## config.mk

```make
export PLATFORM = sky130hd
export DESIGN_NAME = ssd1306_seq_flat
export DESIGN_NICKNAME = d
export VERILOG_FILES = /design/src/rtl/ssd1306_seq_if.sv /design/src/rtl/ssd1306_seq.sv /design/src/flat_wrapper.sv
export SDC_FILE = /design/constraint.sdc
export NUM_CORES = 1
export LEC_CHECK = 0
export CELL_PAD_IN_SITES_DETAIL_PLACEMENT = 0
export CELL_PAD_IN_SITES_GLOBAL_PLACEMENT = 1
export CORE_ASPECT_RATIO = 0.8
export CORE_MARGIN = 4
export CORE_UTILIZATION = 41
export DETAILED_ROUTE_END_ITERATION = 6
export PLACE_DENSITY = 0.84
export SLEW_MARGIN = 20
export SYNTH_ARGS = -nofsm -noshare
export SYNTH_HDL_FRONTEND = slang
export SYNTH_SLANG_ARGS = --single-unit
```

## constraint.sdc

```tcl
create_clock -name clk_in -period 2 [get_ports clk_in]
set_input_delay 0.5 -clock clk_in [delete_from_list [all_inputs] [get_ports clk_in]]
set_output_delay 0.5 -clock clk_in [all_outputs]
set_load 0.005 [all_outputs]
```

## src/rtl/ssd1306_seq_if.sv

```systemverilog
// ssd1306_seq_if: sequence ROM read port plus command shift-register handshake
//   rom_address       sequencer -> ROM, registered address
//   rom_data          ROM -> sequencer, {dc, local, last, byte}, 1-cycle latency
//   command_start     sequencer -> shifter, held while a byte is being handed over
//   command_out       sequencer -> shifter, byte to shift
//   command_last_byte sequencer -> shifter, last byte of a transfer
//   command_ready     shifter -> sequencer, idle/accepting
interface ssd1306_seq_if #(
   parameter int ADDR_W = 7
);
   logic [ADDR_W-1:0] rom_address;
   logic [10:0]       rom_data;
   logic              command_start;
   logic [7:0]        command_out;
   logic              command_last_byte;
   logic              command_ready;
   modport master (
      output rom_address, command_start, command_out, command_last_byte,
      input  rom_data, command_ready
   );
   modport slave (
      input  rom_address, command_start, command_out, command_last_byte,
      output rom_data, command_ready
   );
endinterface

```

## src/rtl/ssd1306_seq.sv

```systemverilog
// ssd1306_seq: ROM-driven SSD1306 power-up/command sequencer
//   clk_in, reset_in  clock and synchronous active-high reset
//   seq_start, seq_id request to run one of SEQ_NUM ROM sequences
//   busy, done, error sequencer status (done pulses on STOP, error is sticky)
//   oled_*            registered panel reset, VBAT enable and data/command select
//   bus               ROM read port and command shift-register handshake
module ssd1306_seq #(
   parameter int                          ADDR_W       = 7,
   parameter int                          SEQ_NUM      = 4,
   parameter logic [SEQ_NUM*ADDR_W-1:0]   ENTRY_TABLE  = {7'd96, 7'd80, 7'd64, 7'd0},
   parameter int                          DELAY_SHIFT  = 13,
   parameter int                          WAIT_TIMEOUT = 4095
) (
   input  logic          clk_in,
   input  logic          reset_in,
   input  logic          seq_start,
   input  logic [3:0]    seq_id,
   output logic          busy,
   output logic          done,
   output logic          error,
   output logic          oled_rstn,
   output logic          oled_vbatn,
   output logic          oled_dc,
   ssd1306_seq_if.master bus
);
   localparam logic [2:0] S_IDLE   = 3'd0;
   localparam logic [2:0] S_FETCH  = 3'd1;
   localparam logic [2:0] S_EXEC   = 3'd2;
   localparam logic [2:0] S_DELAY  = 3'd3;
   localparam logic [2:0] S_SEND   = 3'd4;
   localparam logic [2:0] S_WAIT   = 3'd5;
   localparam logic [2:0] S_RETIRE = 3'd6;
   localparam logic [2:0] S_ERROR  = 3'd7;
   localparam int DW = 4 + DELAY_SHIFT;
   localparam int TW = (WAIT_TIMEOUT > 1) ? $clog2(WAIT_TIMEOUT) : 1;
   localparam logic [TW-1:0] TMO_LAST = TW'((WAIT_TIMEOUT > 0) ? WAIT_TIMEOUT - 1 : 0);

   logic [2:0]                state_q, state_d;
   logic [ADDR_W-1:0]         addr_q, addr_d;
   logic                      rstn_q, rstn_d, vbatn_q, vbatn_d, dc_q, dc_d;
   logic [7:0]                out_q, out_d;
   logic                      last_q, last_d, err_q, err_d, stop_q, stop_d;
   logic                      start_q, done_q;
   logic [DW-1:0]             dly_q, dly_d;
   logic [TW-1:0]             tmo_q, tmo_d;
   logic [SEQ_NUM*ADDR_W-1:0] tbl;
   logic                      rom_local;
   logic [3:0]                rom_op;
   logic [7:0]                rom_byte;

   assign tbl       = ENTRY_TABLE >> (ADDR_W * 32'(seq_id));
   assign rom_local = bus.rom_data[9];
   assign rom_byte  = bus.rom_data[7:0];
   assign rom_op    = rom_byte[7:4];

   assign busy                  = state_q != S_IDLE;
   assign done                  = done_q;
   assign error                 = err_q;
   assign oled_rstn             = rstn_q;
   assign oled_vbatn            = vbatn_q;
   assign oled_dc               = dc_q;
   assign bus.rom_address       = addr_q;
   assign bus.command_start     = start_q;
   assign bus.command_out       = out_q;
   assign bus.command_last_byte = last_q;

   always_comb begin
      state_d = state_q;
      addr_d  = addr_q;
      rstn_d  = rstn_q;
      vbatn_d = vbatn_q;
      dc_d    = dc_q;
      out_d   = out_q;
      last_d  = last_q;
      err_d   = err_q;
      stop_d  = stop_q;
      dly_d   = dly_q;
      tmo_d   = tmo_q;
      case (state_q)
         S_IDLE: begin
            if (seq_start && 32'(seq_id) < SEQ_NUM) begin
               addr_d  = tbl[ADDR_W-1:0];
               err_d   = 1'b0;
               state_d = S_FETCH;
            end else if (seq_start) begin
               err_d = 1'b1;
            end
         end
         S_FETCH: state_d = S_EXEC;
         S_EXEC: begin
            stop_d = 1'b0;
            tmo_d  = '0;
            if (!rom_local) begin
               dc_d    = bus.rom_data[10];
               out_d   = rom_byte;
               last_d  = bus.rom_data[8];
               state_d = bus.command_ready ? S_SEND : S_EXEC;
            end else begin
               state_d = S_RETIRE;
               case (rom_op)
                  4'h1: rstn_d = rom_byte[0];
                  4'h2: vbatn_d = rom_byte[0];
                  4'h3: begin
                     dly_d   = DW'(rom_byte[3:0]) << DELAY_SHIFT;
                     state_d = S_DELAY;
                  end
                  4'hF: stop_d = 1'b1;
                  default: begin
                     err_d   = 1'b1;
                     state_d = S_ERROR;
                  end
               endcase
            end
         end
         S_DELAY: begin
            dly_d   = (dly_q == '0) ? dly_q : dly_q - 1'b1;
            state_d = (dly_q == '0) ? S_RETIRE : S_DELAY;
         end
         S_SEND, S_WAIT: begin
            tmo_d = tmo_q + 1'b1;
            // timeout takes priority so SEND+WAIT never exceeds WAIT_TIMEOUT cycles
            if (WAIT_TIMEOUT != 0 && tmo_q == TMO_LAST) begin
               err_d   = 1'b1;
               state_d = S_ERROR;
            end else if (state_q == S_SEND && !bus.command_ready) begin
               state_d = S_WAIT;
            end else if (state_q == S_WAIT && bus.command_ready) begin
               state_d = S_RETIRE;
            end
         end
         S_RETIRE: begin
            if (stop_q) begin
               state_d = S_IDLE;
            end else if (&addr_q) begin
               err_d   = 1'b1;
               state_d = S_ERROR;
            end else begin
               addr_d  = addr_q + 1'b1;
               state_d = S_FETCH;
            end
         end
         default: state_d = S_IDLE;
      endcase
   end

   // command_start follows the next state so it is high exactly while in S_SEND
   always_ff @(posedge clk_in) begin
      if (reset_in) begin
         state_q <= S_FETCH;
         addr_q  <= ENTRY_TABLE[ADDR_W-1:0];
         rstn_q  <= 1'b0;
         vbatn_q <= 1'b1;
         dc_q    <= 1'b0;
         out_q   <= '0;
         last_q  <= 1'b0;
         err_q   <= 1'b0;
         stop_q  <= 1'b0;
         dly_q   <= '0;
         tmo_q   <= '0;
         start_q <= 1'b0;
         done_q  <= 1'b0;
      end else begin
         state_q <= state_d;
         addr_q  <= addr_d;
         rstn_q  <= rstn_d;
         vbatn_q <= vbatn_d;
         dc_q    <= dc_d;
         out_q   <= out_d;
         last_q  <= last_d;
         err_q   <= err_d;
         stop_q  <= stop_d;
         dly_q   <= dly_d;
         tmo_q   <= tmo_d;
         start_q <= state_d == S_SEND;
         done_q  <= state_q == S_RETIRE && stop_q;
      end
   end
endmodule

```

## src/flat_wrapper.sv

```systemverilog
// flat-port wrapper written by rule: the top's interface ports become plain ports
module ssd1306_seq_flat 
#(
   parameter int                          ADDR_W       = 7,
   parameter int                          SEQ_NUM      = 4,
   parameter logic [SEQ_NUM*ADDR_W-1:0]   ENTRY_TABLE  = {7'd96, 7'd80, 7'd64, 7'd0},
   parameter int                          DELAY_SHIFT  = 13,
   parameter int                          WAIT_TIMEOUT = 4095
)
  (clk_in, reset_in, seq_start, seq_id, busy, done, error, oled_rstn, oled_vbatn, oled_dc, bus_rom_address, bus_command_start, bus_command_out, bus_command_last_byte, bus_rom_data, bus_command_ready);
  ssd1306_seq_if #(.ADDR_W(ADDR_W)) bus_i ();
  input  logic clk_in;
  input  logic reset_in;
  input  logic seq_start;
  input  logic [3:0] seq_id;
  output logic busy;
  output logic done;
  output logic error;
  output logic oled_rstn;
  output logic oled_vbatn;
  output logic oled_dc;
  output wire logic [$bits(bus_i.rom_address)-1:0] bus_rom_address;
  output wire logic [$bits(bus_i.command_start)-1:0] bus_command_start;
  output wire logic [$bits(bus_i.command_out)-1:0] bus_command_out;
  output wire logic [$bits(bus_i.command_last_byte)-1:0] bus_command_last_byte;
  input wire logic [$bits(bus_i.rom_data)-1:0] bus_rom_data;
  input wire logic [$bits(bus_i.command_ready)-1:0] bus_command_ready;
  assign bus_rom_address = bus_i.rom_address;
  assign bus_command_start = bus_i.command_start;
  assign bus_command_out = bus_i.command_out;
  assign bus_command_last_byte = bus_i.command_last_byte;
  assign bus_i.rom_data = bus_rom_data;
  assign bus_i.command_ready = bus_command_ready;
  ssd1306_seq #(.ADDR_W(ADDR_W), .SEQ_NUM(SEQ_NUM), .ENTRY_TABLE(ENTRY_TABLE), .DELAY_SHIFT(DELAY_SHIFT), .WAIT_TIMEOUT(WAIT_TIMEOUT)) u_core (.clk_in(clk_in), .reset_in(reset_in), .seq_start(seq_start), .seq_id(seq_id), .busy(busy), .done(done), .error(error), .oled_rstn(oled_rstn), .oled_vbatn(oled_vbatn), .oled_dc(oled_dc), .bus(bus_i));
endmodule
```

### Word level (Yosys, flattened, before mapping)

Cells that the tools add are included.

| storage, ports and cells | value |
|---|---|
| register bits after elaboration | 55 |
| input port bits | 19 |

| cells by class | value |
|---|---|
| add/subtract/negate cells | 3 |
| multiply operators | 1 |
| magnitude comparators | 1 |
| eq/ne operators | 22 |
| shifts and indexed selects | 1 |
| mux-type cells | 30 |
| bitwise gates (word level) | 1 |
| reduce and logical (&&, ||, !) cells | 22 |

Operators by type and width:

| cell | count |
|---|---|
| 17-bit two-way mux | 3 |
| 17-bit one-hot mux with 2 select lines | 1 |
| 28-bit by 7-bit >> shifter with 7-bit output (first input constant) | 1 |
| 3-bit two-way mux | 9 |
| 12-bit one-hot mux with 2 select lines | 1 |
| 7-bit two-way mux | 3 |
| 3-bit one-hot mux with 6 select lines | 1 |
| 17-bit logical NOT | 1 |
| 17-bit by 1-bit subtractor with 17-bit output (second input constant) | 1 |
| 7-bit one-hot mux with 2 select lines | 1 |
| 7-bit AND reduction | 2 |
| 12-bit by 1-bit adder with 12-bit output (second input constant) | 1 |
| 12-bit == test (second input constant) | 1 |
| 3-bit == test (second input constant) | 4 |
| 2-bit inequality test (second input constant) | 5 |
| 1-bit two-way mux | 9 |
| 4-bit by 2-bit == test with 1-bit output (second input constant) | 2 |
| 2-bit by 1-bit inequality test with 1-bit output (second input constant) | 4 |
| 4-bit AND reduction | 2 |
| 7-bit by 1-bit adder with 7-bit output (second input constant) | 1 |
| 3-bit by 4-bit multiplier with 7-bit output (first input constant) | 1 |
| 3-bit by 2-bit == test with 1-bit output (second input constant) | 2 |
| 3-bit one-hot mux with 2 select lines | 1 |
| 3-bit AND reduction | 2 |
| 17 further kinds | 22 |

### Depth between registers and ports, before layout

Gate-level depths: netlist of run 1.

| logic depth | value |
|---|---|
| depth in word-level cells | 7 |
| gate-level depth with buffers | 7 |

### Least setup slack after synthesis of run 1

OpenSTA, ideal clock, no wires.

| path | value |
|---|---|
| kind | flip-flop to flip-flop |
| start | reg u_core.dly_q[2] |
| end | reg u_core.dly_q[9] |
| setup time | 0.072 ns |
| arrival time | 1.753 ns |
| required time | 1.928 ns |
| slack | 0.175 ns |
| cell stages (with the launch flop) | 8 |
| clock period less this slack | 1.825 ns |
| cell sequence | dfxtp_1 > nor4_2 > and4_1 > buf_6 > a31o_4 > buf_6 > a2111oi_2 > mux2i_1 |

| between the ends | value |
|---|---|
| word-level cells in the longest chain between the ends | 3 |
| elaborated cells on any way between the ends | 6 |

RTL lines:

| what | line | text |
|---|---|---|
| start, declared | ssd1306_seq.sv:44 | `logic [DW-1:0] dly_q, dly_d;` |
| start signal, assigned | ssd1306_seq.sv:172 | `dly_q <= dly_d;` |
| 17-bit by 1-bit subtractor with 17-bit output or 17-bit logical NOT (tied branches) | ssd1306_seq.sv:116 | `dly_d = (dly_q == '0) ? dly_q : dly_q - 1'b1;` |
| 17-bit two-way mux or 2-bit inequality test (tied branches) | - |  |
| 17-bit one-hot mux with 2 select lines or 4-bit AND reduction (tied branches) | - |  |

Parallel ways exist; a longest one is shown, timed or not. The select of a mux whose other input is x is not followed.
A chain may end at the register's enable or synchronous reset.

### Final worst setup path of run 1

| path | value |
|---|---|
| start | in bus_rom_data[6] |
| end | reg u_core.start_q, in the netlist u_core.bus.command_start |

| between the ends | value |
|---|---|
| word-level cells in the longest chain between the ends | 6 |
| elaborated cells on any way between the ends | 9 |

RTL lines:

| what | line | text |
|---|---|---|
| start, declared | flat_wrapper.sv:26 | `input wire logic [$bits(bus_i.rom_data)-1:0] bus_rom_data;` |
| 4-bit by 1-bit == test with 1-bit output, or another cell as far along | ssd1306_seq.sv:100 | `case (rom_op)` |
| 3-bit OR reduction (no source line) | - |  |
| 3-bit one-hot mux with 2 select lines (*) | ssd1306_seq.sv:100 |  |
| 3-bit two-way mux (*) | ssd1306_seq.sv:93 | `if (!rom_local) begin` |
| 3-bit one-hot mux with 6 select lines (*) | ssd1306_seq.sv:79 | `case (state_q)` |
| 3-bit == test (*) | ssd1306_seq.sv:174 | `start_q <= state_d == S_SEND;` |
| end signal, assigned | ssd1306_seq.sv:160 | `start_q <= 1'b0;` |
| end signal, assigned | ssd1306_seq.sv:174 |  |
| end, declared | ssd1306_seq.sv:43 | `logic start_q, done_q;` |

Every way passes the cells marked *; elsewhere a longest branch is shown, timed or not.

==> results.sh, run 1 <==
export IMPL_status="completed"
export IMPL_synth_top_area_frac=0.366
export IMPL_port_buffers=41
export IMPL_cts_buffers=5
export IMPL_row_count=27
export IMPL_async_reset_ff_frac=0
export IMPL_power_density_nw_per_um2=1260
export IMPL_crit_path_max_fanout=4
export IMPL_hold_worst_slack_ps=458
export IMPL_grt_first_pass_wirelength_mm=13.9
export IMPL_yosysSeqAreaShare=0.366
export IMPL_syn_nets=393
export IMPL_worstPathRequired_ps=2260
export IMPL_floorplan_initialDensity=0.429
export IMPL_stdcell_count=545
export IMPL_ys_top_cells_by_area="dfxtp_1 (37%), nand2_1 (6.9%), a21oi_1 (5.2%)"
export IMPL_drc=0
export IMPL_reg2reg_depth=7
export IMPL_grt_usage=0.189
export IMPL_grt_max_degree=42
export IMPL_drt_initial_drc_count=170
export IMPL_routed_wl_mm=8.36
export IMPL_worstMarginPinSlew_ps=607
export IMPL_ant_nets=0
export IMPL_relSlewSlack=0.594
export IMPL_synth_top_family_by_area="simple AND/OR/NAND/NOR gates"
export IMPL_yosys_warnings=0
export IMPL_muxShareOfSynthArea=0.0382
export IMPL_post_place_cells=530
export IMPL_postSynthCellCount=369
export IMPL_yosysTopAreaCell="dfxtp_1"
export IMPL_avgSynthCellArea_um2=8.16
export IMPL_cap_violations=0
export IMPL_synth_seq_cells=55
export IMPL_synth_cell_types=67
export IMPL_layout_common_cells="buf_4 (56), nand2_1 (55), dfxtp_1 (47), clkdlybuf4s50_1 (40), a21oi_1 (31)"
export IMPL_setup_tns_ps=0
export IMPL_p_leak_nw=1.50
export IMPL_antenna_cells=0
export IMPL_cts_htree_levels=2
export IMPL_fp_dieH_um=84.7
export IMPL_layout_min_cycle_time_ps=1930
export IMPL_synth_edf_count=0
export IMPL_syn_to_final_growth_pct=34.5
export IMPL_synth_compound_area_frac=0.219
export IMPL_antenna_found_initial=0
export IMPL_regArea_um2=1110
export IMPL_synth_simple_gate_area_frac=0.302
export IMPL_drive_gt1_frac=0.216
export IMPL_clk_pin_slew_ps=100
export IMPL_wl_per_cell_um=15.3
export IMPL_worstSetupPathType="in -> reg"
export IMPL_ys_flop_type="dfxtp_1"
export IMPL_cts_root_buf="clkbuf_8"
export IMPL_final_common_cell="buf_4"
export IMPL_nFillCells=669
export IMPL_firstDrtPassIters=5
export IMPL_ctsHoldBuffers=0
export IMPL_critPathLaunch="bus_rom_data[6]"
export IMPL_core_area_um2=7030
export IMPL_clk_latency_ps=310
export IMPL_ioPinCount=42
export IMPL_gp_congestion=0.876
export IMPL_whs_path_depth=2
export IMPL_synth_xor_area_share=0.00872
export IMPL_setup_viol=0
export IMPL_min_delay_start="u_core.oled_dc$_SDFFE_PP0P_"
export IMPL_end_kind="register"
export IMPL_hold_viol=0
export IMPL_grt_pass1_vias=2793
export IMPL_multi_input_area_um2=1840
export IMPL_cts_tree="done"
export IMPL_clockBufferDepth=2
export IMPL_gr_total_overflow=0
export IMPL_maxSlewViolCount=0
export IMPL_vias=3101
export IMPL_synth_fa_ha_area_frac=0.0208
export IMPL_cts_sinks=55
export IMPL_syn_cell_area_um2=3010
export IMPL_layout_nets=481
export IMPL_clock_fmax_mhz=518
export IMPL_finalCritPeriodShare=0.966
export IMPL_post_dp_hpwl_mm=6.09
export IMPL_ir_drop_mv=0.637
export IMPL_cp_arrival_ps=2190
export IMPL_hp_class="reg -> reg"
export IMPL_cp_start_kind="input pin"
export IMPL_chipWidth_um=104
export IMPL_fin_worst_skew_ps=10.2
export IMPL_die_area_um2=8790
export IMPL_reg2reg_from="u_core.dly_q[2]$_SDFFE_PP0P_"
export IMPL_routed_via_density=5.69
## synthesized netlist by cell type (3+ instances only)
cell and number:
or2_2 4, o31ai_1 3, a21oi_1 31, inv_1 14, o2111ai_1 3, clkbuf_1 8
or3_1 7, nor3_1 13, a31oi_1 6, mux2i_1 7, o2bb2ai_1 3, buf_2 5
nand2b_1 5, dfxtp_1 55, mux2_2 4, nand2_1 55, a2111o_1 3, nand3b_1 4
o21ai_0 8, nand3_1 19, and4_1 4, nor2_1 30, and3_1 3, o211ai_1 4
ha_1 5, nand4_1 9, nor2b_1 4
## stage by stage
stage | power (mW) | worst slack (ps) | cell area (µm²) | utilization
2_1_floorplan | 3.19 | 175 | 3010 | -
3_3_place_gp | 4.14 | -292 | 3830 | 0.546
3_5_place_dp | 4.18 | -336 | 3830 | 0.546
4_1_cts | 4.86 | 0.240 | 3940 | 0.561
5_1_grt | 5.48 | -3.71 | 4050 | 0.577
6_report | 5.10 | 67.7 | 4050 | 0.577
## routing by layer
metal,global-route usage,part of all wire,up-vias
met3,0.0484,0.075,5
met1,0.276,0.51,1467
li1,-,-,1537
met2,0.280,0.41,92
met5,0,0,-
met4,0.0399,0.0071,0
## power breakdown
group | leakage, nW | switching [mW] | internal [mW]
Combinational | 1.01 | 1.51 | 1.45
Clock | 0.0422 | 0.361 | 0.247
Sequential | 0.449 | 0.221 | 1.32
Total | 1.50 | 2.09 | 3.01
## cells by family after synthesis
kind of cell,count (synthesis)
xor gates and xnor gates,3
buffers and inverters,31
and+or+nand+nor,175
muxes,11
AOI/OAI and AO/OA,89
DFF,55
adders and majority gates,5
## state kept, by name (all words and copies together), names as in the netlist
| signal | cells |
|---|---|
| u_core.oled_vbatn | 1 |
| u_core.bus.command_out | 8 |
| u_core.oled_rstn | 1 |
| u_core.bus.command_start | 1 |
| u_core.bus.command_last_byte | 1 |
| u_core.error | 1 |
| u_core.done | 1 |
| u_core.bus.rom_address | 7 |
| u_core.state_q | 3 |
| u_core.dly_q | 17 |
| u_core.oled_dc | 1 |
| u_core.tmo_q | 12 |
| u_core.stop_q | 1 |
## final timing paths
path                                                             to  slack [ps]
worst max-delay path            u_core.bus.command_start$_SDFF_PP0_          70
worst min-delay path                    u_core.oled_dc$_SDFFE_PP0P_         460
worst max register to register         u_core.dly_q[2]$_SDFFE_PP0P_          70
worst min register to register          u_core.oled_dc$_SDFFE_PP0P_         460
## layout make-up
class | instances | area share
Multi-Input combinational cell | 283 | 0.455
Timing Repair Buffer | 98 | 0.211
Clock buffer | 7 | 0.0188
Clock inverter | 1 | 0.00124
Tap cell | 87 | 0.0269
Sequential cell | 55 | 0.275
Inverter | 14 | 0.0130
## worst max-delay path, stage by stage
cell and delay, ps:
clkdlybuf4s50_1 450, or2_2 300, o2111a_1 270, a31o_2 240, nor4b_4 240, and3_1 190
## what timing repair did
action                                  CTS  global route
endpoints found under the setup margin    2            18
pin swaps                                 1             2
setup buffers                             0             7
resized for setup                         5            17
Power figures use the tool's default switching activity.
==> run 2, diff against run 1 <==
GPL_TIMING_DRIVEN = 0   (was unset)
==> results.sh, run 2 (same netlist as run 1, synthesis figures left out) <==
export IMPL_setup_viol=0
export IMPL_cts_tree="done"
export IMPL_cpMaxStageDelayCell="or4_1"
export IMPL_stdcell_count=518
export IMPL_status="completed"
export IMPL_post_dp_hpwl_mm=6.06
export IMPL_final_common_cell="nand2_1"
export IMPL_ctsHoldBuffers=0
export IMPL_largest_reg_flops=17
export IMPL_grt_max_degree=16
export IMPL_maxSlewViolCount=0
export IMPL_fp_dieH_um=84.7
export IMPL_chipWidth_um=104
export IMPL_finalPower_mw=4.94
export IMPL_ant_nets=0
export IMPL_clk_pin_slew_ps=100
export IMPL_core_area_um2=7030
export IMPL_clk_latency_ps=310
export IMPL_gr_total_overflow=0
export IMPL_worstPathRequired_ps=2240
export IMPL_cp_start_kind="register"
export IMPL_whs_path_depth=2
export IMPL_finalCritPeriodShare=0.960
export IMPL_layout_nets=454
export IMPL_worstSetupPathType="reg -> reg"
export IMPL_p_leak_nw=1.38
export IMPL_syn_to_final_growth_pct=29.3
export IMPL_clock_fmax_mhz=521
export IMPL_cts_sinks=55
export IMPL_hp_class="reg -> reg"
export IMPL_crit_path_max_fanout=9
export IMPL_cts_htree_levels=2
export IMPL_cts_buffers=5
export IMPL_nFillCells=674
export IMPL_reg2reg_depth=6
export IMPL_wl_per_cell_um=16.6
export IMPL_drt_initial_drc_count=186
export IMPL_layout_min_cycle_time_ps=1920
export IMPL_routed_via_density=5.83
export IMPL_end_kind="register"
export IMPL_gp_congestion=0.853
export IMPL_rsz0062_at_grt="yes"
export IMPL_crit_chain="nor4_4 > and4_1 > buf_6 > nand2_1 > or4_1 > a31oi_1"
export IMPL_cts_root_buf="clkbuf_8"
export IMPL_fin_worst_skew_ps=9.14
export IMPL_drive_gt1_frac=0.169
export IMPL_layout_common_cells="nand2_1 (54), dfxtp_1 (47), clkdlybuf4s50_1 (36), a21oi_1 (31), nor2_1 (28)"
export IMPL_ioPinCount=42
export IMPL_grt_pass1_vias=2751
export IMPL_ir_drop_mv=0.597
export IMPL_top_register="u_core.dly_q"
export IMPL_antenna_cells=0
export IMPL_vias=3020
export IMPL_floorplan_initialDensity=0.429
export IMPL_grt_usage=0.191
export IMPL_row_count=27
export IMPL_clockBufferDepth=2
export IMPL_worstMarginPinSlew_ps=615
export IMPL_firstDrtPassIters=5
export IMPL_post_place_cells=497
export IMPL_relSlewSlack=0.590
export IMPL_cap_violations=0
export IMPL_hold_viol=0
export IMPL_power_density_nw_per_um2=1270
export IMPL_antenna_found_initial=0
export IMPL_critPathMaxStageDelay_ps=500
export IMPL_drc=0
export IMPL_grt_first_pass_wirelength_mm=13.9
export IMPL_die_area_um2=8790
export IMPL_cp_arrival_ps=2160
export IMPL_port_buffers=41
export IMPL_routed_wl_mm=8.58
==> run 2: changes by cell type in the layout (fill, tap and decap cells not counted), sizes merged <==
cell	before	now
clkbuf	7	17
dlymetal6s2s	1	4
clkdlybuf4s50	40	36
buf	57	20
dlygate4sd2	0	1
==> run 2: through the flow <==
| stage | hold slack (ps) | setup WS, ps | utilization | instance area (µm²) | setup TNS, ps |
|---|---|---|---|---|---|
| after floorplan | 442 | 175 | - | 3010 | 0 |
| after global placement | 439 | -647 | 0.502 | 3530 | -17550 |
| after detailed placement | 449 | -664 | 0.502 | 3530 | -17290 |
| after CTS | 462 | 3.23 | 0.530 | 3720 | 0 |
| after global routing | 494 | -26.0 | 0.554 | 3890 | -43.3 |
| final | 459 | 79.5 | 0.554 | 3890 | 0 |
==> run 2: final timing paths <==
kind	from	endpoint	slack, ps
worst max-delay path	u_core.dly_q[7]$_SDFFE_PP0P_	u_core.dly_q[16]$_SDFFE_PP0P_	80
worst max register to register	u_core.dly_q[7]$_SDFFE_PP0P_	u_core.dly_q[16]$_SDFFE_PP0P_	80
worst min-delay path	u_core.bus.command_out[7]$_SDFFE_PP0P_	u_core.bus.command_out[7]$_SDFFE_PP0P_	460
worst min register to register	u_core.bus.command_out[7]$_SDFFE_PP0P_	u_core.bus.command_out[7]$_SDFFE_PP0P_	460
==> run 2: timing repair <==
| item | 4_1_cts | 5_1_grt |
|---|---|---|
| buffers inserted | 4 | 9 |
| pin swaps | 1 | 10 |
| resized for setup | 23 | 28 |
| setup endpoints to repair | 36 | 42 |
==> run 2: layout make-up <==
class / instances / area [µm²] / area share
Clock inverter: 1 / 5.00 / 0.00129
Tap cell: 87 / 109 / 0.0280
Inverter: 14 / 52.6 / 0.0135
Multi-Input combinational cell: 283 / 1920 / 0.492
Timing Repair Buffer: 54 / 517 / 0.133
Sequential cell: 55 / 1110 / 0.286
Buffer: 17 / 105 / 0.0270
Clock buffer: 7 / 76.3 / 0.0196
==> run 2: where the power goes <==
group	internal, mW	leakage [nW]	switching, mW
combinational	1.24	0.890	1.57
clock	0.247	0.0422	0.360
sequential	1.31	0.449	0.216
==> run 2: worst max-delay path, delay by kind of cell (launching register included) <==
family | cells | cell delay (ps)
AND/OR/NAND/NOR | 4 | 1170
flip-flops | 1 | 400
buffers and inverters | 1 | 140
AO/OA/AOI/OAI | 1 | 130
==> run 2: metal layers <==
metal | vias up | track usage | wire (µm)
met5 | - | 0 | 0
met4 | 0 | 0.0399 | 59
met3 | 10 | 0.0492 | 623
met2 | 101 | 0.276 | 3490
met1 | 1424 | 0.283 | 4410
li1 | 1485 | - | -
==> run 3, diff against run 2 <==
CTS_CLUSTER_DIAMETER = 40   (was unset)
==> results of run 3 <==
Same layout as run 2: the final DEF is identical, and so are final timing and power.
